==> src/rtl/ifetch_pkg.sv <==
// ifetch_pkg: shared definitions for the ifetch_24 instruction fetcher.
//   - fetch FSM state encoding
//   - byte / instruction widths
//   - default fetch-timeout length
//   - helper mapping a read state to its byte offset from the pc
package ifetch_pkg;

    localparam int BYTE_W          = 8;
    localparam int INSTR_W         = 24;
    localparam int TIMEOUT_CYC_DEF = 15;

    typedef enum logic [2:0] {
        S_IDLE = 3'd0,
        S_RD_A = 3'd1,
        S_RD_B = 3'd2,
        S_RD_C = 3'd3,
        S_DONE = 3'd4
    } state_e;

    // Byte offset of the read issued in a given state. IDLE and DONE present
    // the plain pc on the address bus, so they map to zero.
    function automatic logic [BYTE_W-1:0] rd_offset(input state_e s);
        case (s)
            S_RD_B:  return 8'd1;
            S_RD_C:  return 8'd2;
            default: return 8'd0;
        endcase
    endfunction

endpackage

==> src/rtl/ifetch_24_if.sv <==
// ifetch_24_if: byte-wide memory read bus between the fetcher and memory.
//   mem_addr [7:0] : byte address of the current read (fetcher -> memory)
//   mem_rd         : read request, held until mem_ack  (fetcher -> memory)
//   mem_data [7:0] : read data, valid while mem_ack=1  (memory -> fetcher)
//   mem_ack        : read completion, may be same-cycle (memory -> fetcher)
// Modports: master = fetcher side, slave = memory side.
interface ifetch_24_if;

    logic [ifetch_pkg::BYTE_W-1:0] mem_addr;
    logic                          mem_rd;
    logic [ifetch_pkg::BYTE_W-1:0] mem_data;
    logic                          mem_ack;

    modport master (output mem_addr, output mem_rd, input mem_data, input mem_ack);
    modport slave  (input mem_addr, input mem_rd, output mem_data, output mem_ack);

endinterface

==> src/rtl/fetch_wdog.sv <==
// fetch_wdog: watchdog for a pending memory read.
//   clk, rst  : clock, synchronous active-high reset
//   i_active  : a read is outstanding (fetcher in a RD_* state)
//   i_ack     : the outstanding read completes this cycle
//   o_tmo     : this is the TIMEOUT_CYC-th consecutive un-acked read cycle
// The counter restarts on every ack, whenever no read is outstanding, and
// right after it fires.
module fetch_wdog #(
    parameter int TIMEOUT_CYC = ifetch_pkg::TIMEOUT_CYC_DEF
) (
    input  logic clk,
    input  logic rst,
    input  logic i_active,
    input  logic i_ack,
    output logic o_tmo
);
    localparam int CNT_W = $clog2(TIMEOUT_CYC + 1);

    logic [CNT_W-1:0] r_cnt;

    // r_cnt holds the number of un-acked cycles already seen, so the current
    // cycle is number r_cnt+1.
    assign o_tmo = i_active && !i_ack && (r_cnt == CNT_W'(TIMEOUT_CYC - 1));

    always_ff @(posedge clk) begin
        if (rst || !i_active || i_ack || o_tmo) begin
            r_cnt <= '0;
        end else begin
            r_cnt <= r_cnt + 1'b1;
        end
    end

endmodule

==> src/rtl/ifetch_24.sv <==
// ifetch_24: fetches one 24-bit SUBLEQ instruction {A,B,C} as three byte
// reads at pc, pc+1, pc+2 (mod 256), then strobes it into the instruction
// register and advances pc by 3.
//   CLK, RST          : clock, synchronous active-high reset
//   start             : begin a fetch (IDLE only)
//   pc_load, pc_in    : load pc from pc_in (IDLE only; may combine with start)
//   bus               : memory read bus (ifetch_24_if.master)
//   instr_out [23:0]  : last fetched instruction, A=[23:16] B=[15:8] C=[7:0]
//   EN                : one-cycle load strobe, high in DONE
//   busy              : high outside IDLE
//   pc_out [7:0]      : current program counter
//   err               : sticky fetch-timeout flag
// Optional feature: define FETCH_TIMEOUT_EN to abort a read that goes
// TIMEOUT_CYC cycles without ack (sets err, back to IDLE, pc unchanged).
// Without it reads wait forever and err is tied low.
module ifetch_24
    import ifetch_pkg::*;
#(
    parameter int TIMEOUT_CYC = TIMEOUT_CYC_DEF
) (
    input  logic               CLK,
    input  logic               RST,
    input  logic               start,
    input  logic               pc_load,
    input  logic [BYTE_W-1:0]  pc_in,
    ifetch_24_if.master        bus,
    output logic [INSTR_W-1:0] instr_out,
    output logic               EN,
    output logic               busy,
    output logic [BYTE_W-1:0]  pc_out,
    output logic               err
);

    state_e                r_state, w_next;
    logic [BYTE_W-1:0]     r_pc;
    logic [2*BYTE_W-1:0]   r_shadow;   // A and B bytes, held until C arrives
    logic [INSTR_W-1:0]    r_instr;
    logic                  w_rd_active;

    assign w_rd_active = (r_state == S_RD_A) || (r_state == S_RD_B) || (r_state == S_RD_C);

`ifdef FETCH_TIMEOUT_EN
    logic w_tmo;
    logic r_err;

    fetch_wdog #(.TIMEOUT_CYC(TIMEOUT_CYC)) u_wdog (
        .clk      (CLK),
        .rst      (RST),
        .i_active (w_rd_active),
        .i_ack    (bus.mem_ack),
        .o_tmo    (w_tmo)
    );

    assign err = r_err;
`else
    assign err = 1'b0;
`endif

    always_comb begin
        w_next       = r_state;
        bus.mem_rd   = w_rd_active;
        bus.mem_addr = r_pc + rd_offset(r_state);
        case (r_state)
            S_IDLE: if (start)       w_next = S_RD_A;
            S_RD_A: if (bus.mem_ack) w_next = S_RD_B;
            S_RD_B: if (bus.mem_ack) w_next = S_RD_C;
            S_RD_C: if (bus.mem_ack) w_next = S_DONE;
            S_DONE:                  w_next = S_IDLE;
            default:                 w_next = S_IDLE;
        endcase
`ifdef FETCH_TIMEOUT_EN
        if (w_tmo) w_next = S_IDLE;
`endif
    end

    always_ff @(posedge CLK) begin
        if (RST) begin
            r_state  <= S_IDLE;
            r_pc     <= '0;
            r_shadow <= '0;
            r_instr  <= '0;
        end else begin
            r_state <= w_next;
            case (r_state)
                S_IDLE: if (pc_load)     r_pc <= pc_in;
                S_RD_A: if (bus.mem_ack) r_shadow[15:8] <= bus.mem_data;
                S_RD_B: if (bus.mem_ack) r_shadow[7:0]  <= bus.mem_data;
                // instr_out only ever changes here, on entry to DONE
                S_RD_C: if (bus.mem_ack) r_instr <= {r_shadow, bus.mem_data};
                S_DONE: r_pc <= r_pc + 8'd3;
                default: ;
            endcase
        end
    end

`ifdef FETCH_TIMEOUT_EN
    always_ff @(posedge CLK) begin
        if (RST)        r_err <= 1'b0;
        else if (w_tmo) r_err <= 1'b1;
    end
`endif

    assign instr_out = r_instr;
    assign EN        = (r_state == S_DONE);
    assign busy      = (r_state != S_IDLE);
    assign pc_out    = r_pc;

endmodule
==> src/flat_wrapper.sv <==
// flat-port wrapper written by rule: the top's interface ports become plain ports
module ifetch_24_flat import ifetch_pkg::*;
#(
    parameter int TIMEOUT_CYC = TIMEOUT_CYC_DEF
)
  (CLK, RST, start, pc_load, pc_in, instr_out, EN, busy, pc_out, err, bus_mem_addr, bus_mem_rd, bus_mem_data, bus_mem_ack);
  ifetch_24_if bus_i ();
  input  logic CLK;
  input  logic RST;
  input  logic start;
  input  logic pc_load;
  input  logic [BYTE_W-1:0] pc_in;
  output logic [INSTR_W-1:0] instr_out;
  output logic EN;
  output logic busy;
  output logic [BYTE_W-1:0] pc_out;
  output logic err;
  output wire logic [$bits(bus_i.mem_addr)-1:0] bus_mem_addr;
  output wire logic [$bits(bus_i.mem_rd)-1:0] bus_mem_rd;
  input wire logic [$bits(bus_i.mem_data)-1:0] bus_mem_data;
  input wire logic [$bits(bus_i.mem_ack)-1:0] bus_mem_ack;
  assign bus_mem_addr = bus_i.mem_addr;
  assign bus_mem_rd = bus_i.mem_rd;
  assign bus_i.mem_data = bus_mem_data;
  assign bus_i.mem_ack = bus_mem_ack;
  ifetch_24 #(.TIMEOUT_CYC(TIMEOUT_CYC)) u_core (.CLK(CLK), .RST(RST), .start(start), .pc_load(pc_load), .pc_in(pc_in), .bus(bus_i), .instr_out(instr_out), .EN(EN), .busy(busy), .pc_out(pc_out), .err(err));
endmodule
==> config.mk <==
export PLATFORM = sky130hd
export DESIGN_NAME = ifetch_24_flat
export DESIGN_NICKNAME = d
export VERILOG_FILES = /design/src/rtl/ifetch_pkg.sv /design/src/rtl/ifetch_24_if.sv /design/src/rtl/fetch_wdog.sv /design/src/rtl/ifetch_24.sv /design/src/flat_wrapper.sv
export SDC_FILE = /design/constraint.sdc
export NUM_CORES = 1
export LEC_CHECK = 0
export CORE_MARGIN = 3
export CORE_UTILIZATION = 49
export CTS_BUF_LIST = sky130_fd_sc_hd__clkbuf_2 sky130_fd_sc_hd__clkbuf_4 sky130_fd_sc_hd__clkbuf_8
export CTS_CLUSTER_SIZE = 20
export DETAILED_ROUTE_END_ITERATION = 10
export GPL_TIMING_DRIVEN = 0
export PLACE_DENSITY = 0.82
export SETUP_SLACK_MARGIN = 0.2
export SYNTH_ARGS = -nofsm -noshare
export SYNTH_HDL_FRONTEND = slang
export SYNTH_SLANG_ARGS = --single-unit
==> constraint.sdc <==
create_clock -name CLK -period 2.8 [get_ports CLK]
set_clock_uncertainty 0.1 [all_clocks]
set_input_delay 0.7 -clock CLK [delete_from_list [all_inputs] [get_ports CLK]]
set_output_delay 0.7 -clock CLK [all_outputs]
set_load 0.02 [all_outputs]
==> summary.md, run 1 <==
| Metric | Value |
|---|---|
| Synth Flop Type | `dfxtp_1` |
| Post-Syn Instances | `~270` |
| Max FO, Critical Path | `4` |
| Net Count, Synth | `290` |
| TritonCTS clock tree | `built` |
| Commonest non-fill, non-tap cell in the layout | `nand2_1` |
| Max Fclk | `between 300 and 400 MHz` |
| Synth-to-Final Area Change | `37.6%` |
| CP Launch Type | `flip-flop` |
| Lkg Pwr | `about 1.1 nW` |
| Clock-pin slew on the worst setup and hold paths | `0.09 ns` |
| Initial Util | `between 50% and 60%` |
| IO Count | `65` |
| First-pass GRT wire length | `about 9000 µm` |
| Number of flops mapped to enable cells by yosys | `0` |
| CTS buffer count | `5` |
| Max IR drop VDD | `~320 µV` |
| Post-detail-place hpwl | `between 4000 and 5000 µm` |
| Slew HR | `a little under two thirds` |
| Hold Crit Class | `flip-flop to flip-flop` |
| Sw frac | `approximately 28%` |
| Combinational power share | `19.7%` |
| # H-tree levels | `2` |
| Post-Layout Cell Count | `between 300 and 400` |
| WL final | `roughly 5700 µm` |
| Register bit total from synthesis | `51` |
| All-Layer GR Usage | `between 20 and 25%` |
| Sequential share of power | `approximately 52%` |
| Antenna violations before repair | `0` |
| CP Class | `flip-flop to output pin` |
| Hold buffer count at CTS | `0` |
| Most frequent cells in the layout | `nand2_1 (56), clkdlybuf4s50_1 (53), dfxtp_1 (47)` |
| Clock Latency Late Sink | `just over 0.3 ns` |
| Netlist Area Pre-Place | `roughly 0.0023 mm²` |
| Slew Viols, Final | `0` |
| Placed cells | `380` |
| Rows | `24` |
| Maxcap violations | `0` |
| Power per cell area | `around 480 mW/mm²` |
| P_int | `roughly 0.0011 W` |
| Critical Path RT | `approximately 2.0 ns` |
| Worst hold slack | `between 0.3 and 0.4 ns` |
| Via count | `between 2000 and 2500` |
| Fillers | `363` |
| DR DRC count | `0` |
| Layout cells sized above 1 | `16.2%` |
| Drt pass-1 iters | `4` |
| Switching power | `between 0.0004 and 0.0005 W` |
| Worst Tran Pin Value | `between 0.5 and 0.6 ns` |
| Final Cycle Share | `a little over nine tenths` |
| Yosys cell types | `45` |
| Final setup violation count | `0` |
| PortBufs | `62` |
| Clock power frac | `28.0%` |
| Register area share after synthesis | `between 40% and 50%` |
| Final Hold Vio Count | `0` |
| Status | `finished clean` |
| # clock sinks | `51` |
| Grt ovf | `0` |
| Routed WL per cell | `14.5 µm` |
| Largest net degree at the start of global routing | `16` |
| Die H | `about 74 µm` |
| N_diodes | `0` |
| Syn. warnings | `0` |
| Initial DRC count | `roughly 80` |
| # nets final | `364` |
| RePlAce Congestion | `0.924` |
| Clk root buf | `clkbuf_8` |
| Antenna violation net count after detailed routing | `0` |
| Syn avg cell area | `approximately 8.5 µm²` |
| RSZ-0062 raised after global routing | `yes` |
| Die W | `between 70 and 80 µm` |
| Setup crit end kind | `output pin` |
| Vias in the first global route | `2051` |
| Clock buffer depth | `2` |
| Synth async-reset ratio | `0%` |
| Core area | `0.00438 mm²` |
| Worst EP arrival | `between 1.5 and 2 ns` |
| Full die area | `0.00544 mm²` |
| Minimum clock period | `about 2.7 ns` |
| Vias/cell | `approximately 5.3` |
-- critical path, cell delays in order (launching register included) --
cell and delay [ns]:
dfxtp_2 0.33, buf_6 0.12, and3b_2 0.23, buf_4 0.14
maj3_2 0.33, nand4_1 0.12, xnor2_1 0.14, buf_4 0.17
-- power by group through the flow --
stage          combinational [W]  clock [W]  sequential (W)
4_1_cts                 0.000288   0.000423        0.000773
6_report                0.000293   0.000415        0.000774
3_5_place_dp            0.000281          0        0.000791
5_1_grt                 0.000319   0.000452        0.000778
2_1_floorplan           0.000153          0        0.000800
3_3_place_gp            0.000277          0        0.000791
-- cell type report --
type	count	area, µm²	share of cell area [%]
buffer	17	108	3.47
tap	52	65.1	2.10
multi-input combinational	193	1150	37.1
sequential	51	1030	33.2
clock buffer	5	68.8	2.22
inverter	5	18.8	0.606
timing repair buffer	67	647	20.9
clock inverter	2	13.8	0.444
-- synth_stat cells (3+ instances only) --
master / number / area share [%]
a21oi_1: 29 / 6.4
buf_2: 5 / 1.1
buf_4: 4 / 1.3
clkbuf_1: 6 / 1.0
dfxtp_1: 51 / 45
ha_1: 3 / 1.7
inv_1: 4 / 0.67
mux2i_1: 17 / 7.6
nand2_1: 57 / 9.5
nor2_1: 27 / 4.5
nor2_4: 3 / 1.5
nor3_1: 6 / 1.3
o21ai_0: 9 / 2.0
xnor2_1: 6 / 2.3
-- registers in the layout, summed over array words and instances (netlist names) --
register / count
u_core.instr_out: 24
u_core.pc_out: 8
u_core.r_shadow: 16
u_core.r_state: 3
-- repair_timing --
item,in CTS,in global routing
endpoints found under the setup margin,8,8
buffers inserted,4,1
pin swaps,2,6
resized for setup,40,12
-- final timing paths --
check,slack [ns],cells after the start,startpoint,end
worst max-delay path,0.14,7,u_core.r_state[1]$_SDFFE_PP0P_,bus_mem_addr[5]
worst min register to register,0.36,2,u_core.instr_out[13]$_SDFFE_PP0P_,u_core.instr_out[13]$_SDFFE_PP0P_
worst min-delay path,0.36,2,u_core.instr_out[13]$_SDFFE_PP0P_,u_core.instr_out[13]$_SDFFE_PP0P_
worst max register to register,1.10,4,u_core.pc_out[0]$_SDFFE_PP0P_,u_core.pc_out[6]$_SDFFE_PP0P_
-- logic make-up after synthesis --
kind of cell    synth area share [%]
xor+xnor                        3.11
fa+ha+maj                       2.17
mux                             8.56
buf+inv                         5.28
simple gates                    22.9
other cells                    0.167
compound gates                  12.5
flops                           45.4
-- per-layer routing --
metal	track usage [%]	vias up	wire, µm
met4	7.65	0	48
li1	-	1034	-
met3	5.61	5	428
met1	27.5	965	2520
met2	35.6	78	2690
met5	0	-	0
-- stage by stage --
step / power [W] / TNS (ns) / area (µm²) / utilization (%) / worst slack (ns)
global placement: 0.00107 / -0.596 / 2940 / 67.0 / -0.145
floorplan: 0.000953 / 0 / 2250 / - / 0.420
global route: 0.00155 / 0 / 3100 / 70.6 / 0.0477
finish: 0.00148 / 0 / 3100 / 70.6 / 0.139
CTS: 0.00148 / 0 / 3060 / 69.7 / 0.129
detailed placement: 0.00107 / -0.878 / 2940 / 67.0 / -0.189
Power figures use the tool's default switching activity.
==> run 2: changes to the inputs <==
- PLACE_DENSITY: 0.82 -> not set
- PLACE_DENSITY_LB_ADDON: not set -> 0.3
==> run 2 against run 1 <==
Net effect: combinational power is 1% lower; global-route usage shrank 0.82 points; power up 2.3%; register-to-register slack got worse by 0.11 ns; clock-buffer cell count rose by 1; maximum frequency is 0.57% lower; flip-flop and latch count did not move; critical path depth grew 1; via count fell by 1.8%; worst hold slack barely moved; wire length down 4.0%; critical endpoint is now bus_mem_addr[2]; largest cell class unchanged; largest power group unchanged; highest routed layer unchanged.
==> summary.md, run 2 (synthesized netlist as in run 1, its figures left out) <==
| Metric | Value |
|---|---|
| Worst Tran Pin Value | `about 0.59 ns` |
| Lkg Pwr | `roughly 1.2 nW` |
| Drt pass-1 iters | `4` |
| Vias in the first global route | `about 1900` |
| Clock Latency Late Sink | `approximately 0.31 ns` |
| GRT Max-Usage Layer | `met2` |
| Max Fclk | `about 370 MHz` |
| First-pass GRT wire length | `around 8800 µm` |
| M1 GR Usage | `a little over a quarter` |
| CP max stage cell | `dfxtp_2` |
| Fillers | `~340` |
| Worst reg-to-reg path cell count | `7` |
| Placed cells | `380` |
| Reg-to-Reg Start | `u_core.r_state[1]$_SDFFE_PP0P_` |
| Max FFs per register | `24` |
| IO Count | `65` |
| RSZ-0062 raised after global routing | `yes` |
| Worst hold slack | `between 0.3 and 0.4 ns` |
| # clock sinks | `51` |
| Status | `finished clean` |
| Largest net degree at the start of global routing | `17` |
| RePlAce Congestion | `0.815` |
| DR DRC count | `0` |
| # H-tree levels | `2` |
| Full die area | `between 0.005 and 0.006 mm²` |
| Fin worst setup slack | `approximately 0.12 ns` |
| Initial Util | `around half` |
| WL final | `~5500 µm` |
| Slew Viols, Final | `0` |
| Critical path's top delay family | `buffers and inverters` |
| Multi-input logic area | `between 0.001 and 0.0015 mm²` |
| Slew HR | `approximately 60%` |
| Hold buffer count at CTS | `0` |
| Most frequent cells in the layout | `nand2_1 (56), clkdlybuf4s50_1 (52), dfxtp_1 (47)` |
| Critical Path Max Stage Delay | `about 0.32 ns` |
| Register area | `0.00103 mm²` |
| Die W | `73.8 µm` |
| Post-Layout Cell Count | `just under 400` |
| Final Cycle Share | `approximately 96%` |
| Crit-path most repeated cell | `buf_4` |
| Post-detail-place hpwl | `between 3000 and 4000 µm` |
| Commonest non-fill, non-tap cell in the layout | `nand2_1` |
| CTS buffer count | `5` |
| Synth-to-Final Area Change | `38.7%` |
| Clk root buf | `clkbuf_8` |
| Setup crit end kind | `output pin` |
| Design area | `~0.0031 mm²` |
| Via count | `a little over 2000` |
| Grt ovf | `0` |
| CP Class | `flip-flop to output pin` |
| Die H | `73.8 µm` |
| WHS Endpoint | `u_core.instr_out[12]$_SDFFE_PP0P_` |
| N_diodes | `0` |
| Worst Path Buf+Inv | `3` |
| RR Endpoint | `u_core.pc_out[2]$_SDFFE_PP0P_` |
| Max FO, Critical Path | `3` |
| Initial DRC count | `about 160` |
| Rows | `24` |
| Minimum clock period | `approximately 2.7 ns` |
| Met3 GRT Util | `about 4.8%` |
| Antenna violations before repair | `0` |
| Power per cell area | `around 500 mW/mm²` |
| Placed Area | `approximately 0.0029 mm²` |
| Hold Crit Class | `flip-flop to flip-flop` |
| Maxcap violations | `0` |
| Clock buffer depth | `2` |
| Final Hold Vio Count | `0` |
| Hold_sp | `u_core.instr_out[12]$_SDFFE_PP0P_` |
| TritonCTS clock tree | `built` |
| Routed WL per cell | `between 10 and 15 µm` |
| Core area | `~0.0044 mm²` |
| # nets final | `roughly 370` |
| All-Layer GR Usage | `20.9%` |
| Antenna violation net count after detailed routing | `0` |
| Layout cells sized above 1 | `16.4%` |
| Max IR drop VDD | `about 400 µV` |
| DP Worst Slack | `-0.208 ns` |
| Worst EP arrival | `between 1.5 and 2 ns` |
| Vias/cell | `5.19` |
| R2r setup slk | `0.99 ns` |
| CP Cell Sequence | `buf_6 -> and3b_2 -> xnor2_2 -> ha_2 -> a21o_1 -> buf_4 -> xor2_1 -> buf_4` |
| Clock-pin slew on the worst setup and hold paths | `~0.090 ns` |
| Hold Path Depth | `2` |
| M2 GR Usage | `33.4%` |
| Final setup violation count | `0` |
| PortBufs | `62` |
| CP Launch Type | `flip-flop` |
| Critical Path RT | `approximately 2.0 ns` |
-- run 2: cell count changes in the layout (fill, tap and decap cells not counted) --
cell / delta
nand3_1: +1
clkdlybuf4s50_1: -1
buf_6: +1
clkbuf_8: +1
clkinv_2: -1
clkinvlp_4: +1
dlymetal6s2s_1: +1
nand3_2: -1
-- run 2: worst max path at each step --
| stage | start | endpoint | slack [ns] | cells after the start |
|---|---|---|---|---|
| 2_1_floorplan | u_core.r_state[0]$_SDFFE_PP0P_ | bus_mem_addr[4] | 0.42 | 7 |
| 3_3_place_gp | u_core.r_state[0]$_SDFFE_PP0P_ | bus_mem_addr[4] | -0.15 | 8 |
| 3_5_place_dp | u_core.r_state[0]$_SDFFE_PP0P_ | bus_mem_addr[4] | -0.21 | 8 |
| 4_1_cts | u_core.r_state[1]$_SDFFE_PP0P_ | bus_mem_addr[4] | 0.11 | 8 |
| 5_1_grt | u_core.r_state[0]$_SDFFE_PP0P_ | bus_mem_addr[4] | 0.05 | 8 |
| 6_report | u_core.r_state[1]$_SDFFE_PP0P_ | bus_mem_addr[2] | 0.12 | 8 |
-- run 2: final cells by class --
| cell class | count | share of cell area [%] |
|---|---|---|
| multi-input combinational | 193 | 36.6 |
| sequential | 51 | 32.9 |
| timing repair buffer | 68 | 21.2 |
| buffer | 17 | 3.45 |
| clock buffer | 6 | 2.65 |
| tap | 52 | 2.08 |
| inverter | 5 | 0.601 |
| clock inverter | 2 | 0.521 |
-- run 2: worst register-to-register path: stages, from the launching register on --
cell and delay [ns]:
dfxtp_2 0.32, buf_6 0.11, buf_4 0.12, buf_4 0.16, or3_4 0.38, or2_4 0.26
o22ai_1 0.17, a211oi_2 0.06
-- run 2: repair_timing --
action                     CTS  global route
gates resized for setup     48             7
gates cloned                 0             0
buffers inserted             4             2
setup endpoints to repair    8            10
pin swaps                    5             5
-- run 2: metrics by stage --
step | setup TNS [ns] | utilization [%] | total power (W)
2_1_floorplan | 0 | - | 0.000953
3_3_place_gp | -0.657 | 67.0 | 0.00107
3_5_place_dp | -0.922 | 67.0 | 0.00107
4_1_cts | 0 | 70.5 | 0.00152
5_1_grt | 0 | 71.2 | 0.00158
6_report | 0 | 71.2 | 0.00152
-- run 2: metal layers --
metal  share of wire (%)  routed length, µm
met5                   0                  0
met4                 1.7                 95
met3                 5.1                277
met2                  47               2560
met1                  46               2520
-- run 2: report_power, final --
part	switching, W	internal [W]
Clock	0.000251	0.000202
Sequential	0.0000255	0.000749
Combinational	0.000148	0.000141
Total	0.000424	0.00109
==> variant, RTL diff (config.mk and constraints of run 2) <==
Encoding of `state_e`: now one-hot (5 bits for 5 states).
--- a/src/rtl/ifetch_pkg.sv
+++ b/src/rtl/ifetch_pkg.sv
@@ -9,12 +9,12 @@
     localparam int INSTR_W         = 24;
     localparam int TIMEOUT_CYC_DEF = 15;
 
-    typedef enum logic [2:0] {
-        S_IDLE = 3'd0,
-        S_RD_A = 3'd1,
-        S_RD_B = 3'd2,
-        S_RD_C = 3'd3,
-        S_DONE = 3'd4
+    typedef enum logic [4:0] {
+        S_IDLE = 5'b00001,
+        S_RD_A = 5'b00010,
+        S_RD_B = 5'b00100,
+        S_RD_C = 5'b01000,
+        S_DONE = 5'b10000
     } state_e;
 
     // Byte offset of the read issued in a given state. IDLE and DONE present
Check against the original RTL: same outputs for any inputs over 10 cycles, from zero or initial values and one cycle with RST high; not proved beyond that.
==> variant against run 2 <==
The run now ends with setup timing left; routed wire length shrank 4.3%; sequential cell count grew 2; sequential power grew 0.5%; total power shrank 8.3%; final cell count shrank 5.8%; non-clock buffer count grew 4; worst setup slack lost 0.29 ns; area after synthesis grew 0.33%; design area grew 2.6%; largest cell class unchanged; highest routed layer unchanged.
==> variant: results (changes against run 2) <==
- Failing checks: setup timing
- Total setup violations reported at the end of the flow: 5 (+5)
- R2r worst-path depth: 6 (-1)
- Via total after detailed routing: 1944 (-4.9%)
- Share of cell area taken by multi-input logic gates: 0.367 (+0.00125)
- Synthesized-area fraction occupied by ao, oa, aoi and oai cells: 0.0648 (-0.0597)
- DR WL met2: 2530 um (-1.4%)
- Outcome: finished, violations left
- Plain + repair buffers: 89 (+4.7%)
- Count of nets after finishing: 344 (-5.8%)
- Global-route track usage on met1: 0.248 (-0.0267)
- Routed wire per std cell: 14.1 um (+1.6%)
- Leak pwr: 1.54 nW (+34%)
- Core occupancy in the finished layout: 0.726 (+0.0136)
- Share of the yosys chip area belonging to registers: 0.470 (+0.0162)
- Global-route wire length before repair: 8610 um (-2.5%)
- Synthesized-area fraction occupied by adder cells: 0.0255 (+0.00381)
- Overall Power: 1.39 mW (-8.3%)
- Post-detailed-routing wire length: 5220 um (-4.3%)
- Number of cells upsized or downsized after cts: 51 (+6.3%)
- Worst IR Drop VDD: 0.437 mV (+8.2%)
- Fraction of met2 tracks used by global routing: 0.341 (+0.00689)
- Clock network power: 0.434 mW (-4%)
- Count of multi-input combinational gates: 162 (-16%)
- Total negative slack for setup checks: -0.471 ns (-0.471 ns)
- Final worst setup slack: -0.168 ns (-0.292 ns)
==> variant: changes by cell type after synthesis, sizes merged, moves of 3 or more <==
cell / before / now
xnor2: 6 / 3
nand2: 58 / 10
nor2: 31 / 47
clkbuf: 6 / 11
inv: 5 / 8
buf: 11 / 6
nand3: 2 / 5
o21ai: 9 / 2
a31oi: 1 / 5
mux2i: 17 / 40
o211ai: 1 / 4
or3: 1 / 4
a21oi: 29 / 5
==> variant: worst paths after layout <==
path | startpoint | end | slack (ns)
worst min register to register | u_core.r_shadow[10]$_SDFFE_PP0P_ | u_core.instr_out[18]$_SDFFE_PP0P_ | 0.40
worst min-delay path | u_core.r_shadow[10]$_SDFFE_PP0P_ | u_core.instr_out[18]$_SDFFE_PP0P_ | 0.40
worst max-delay path | u_core.r_state[1]$_SDFFE_PP0P_ | bus_mem_addr[6] | -0.17
worst max register to register | u_core.r_state[1]$_SDFFE_PP0P_ | u_core.pc_out[6]$_SDFFE_PP0P_ | 0.55
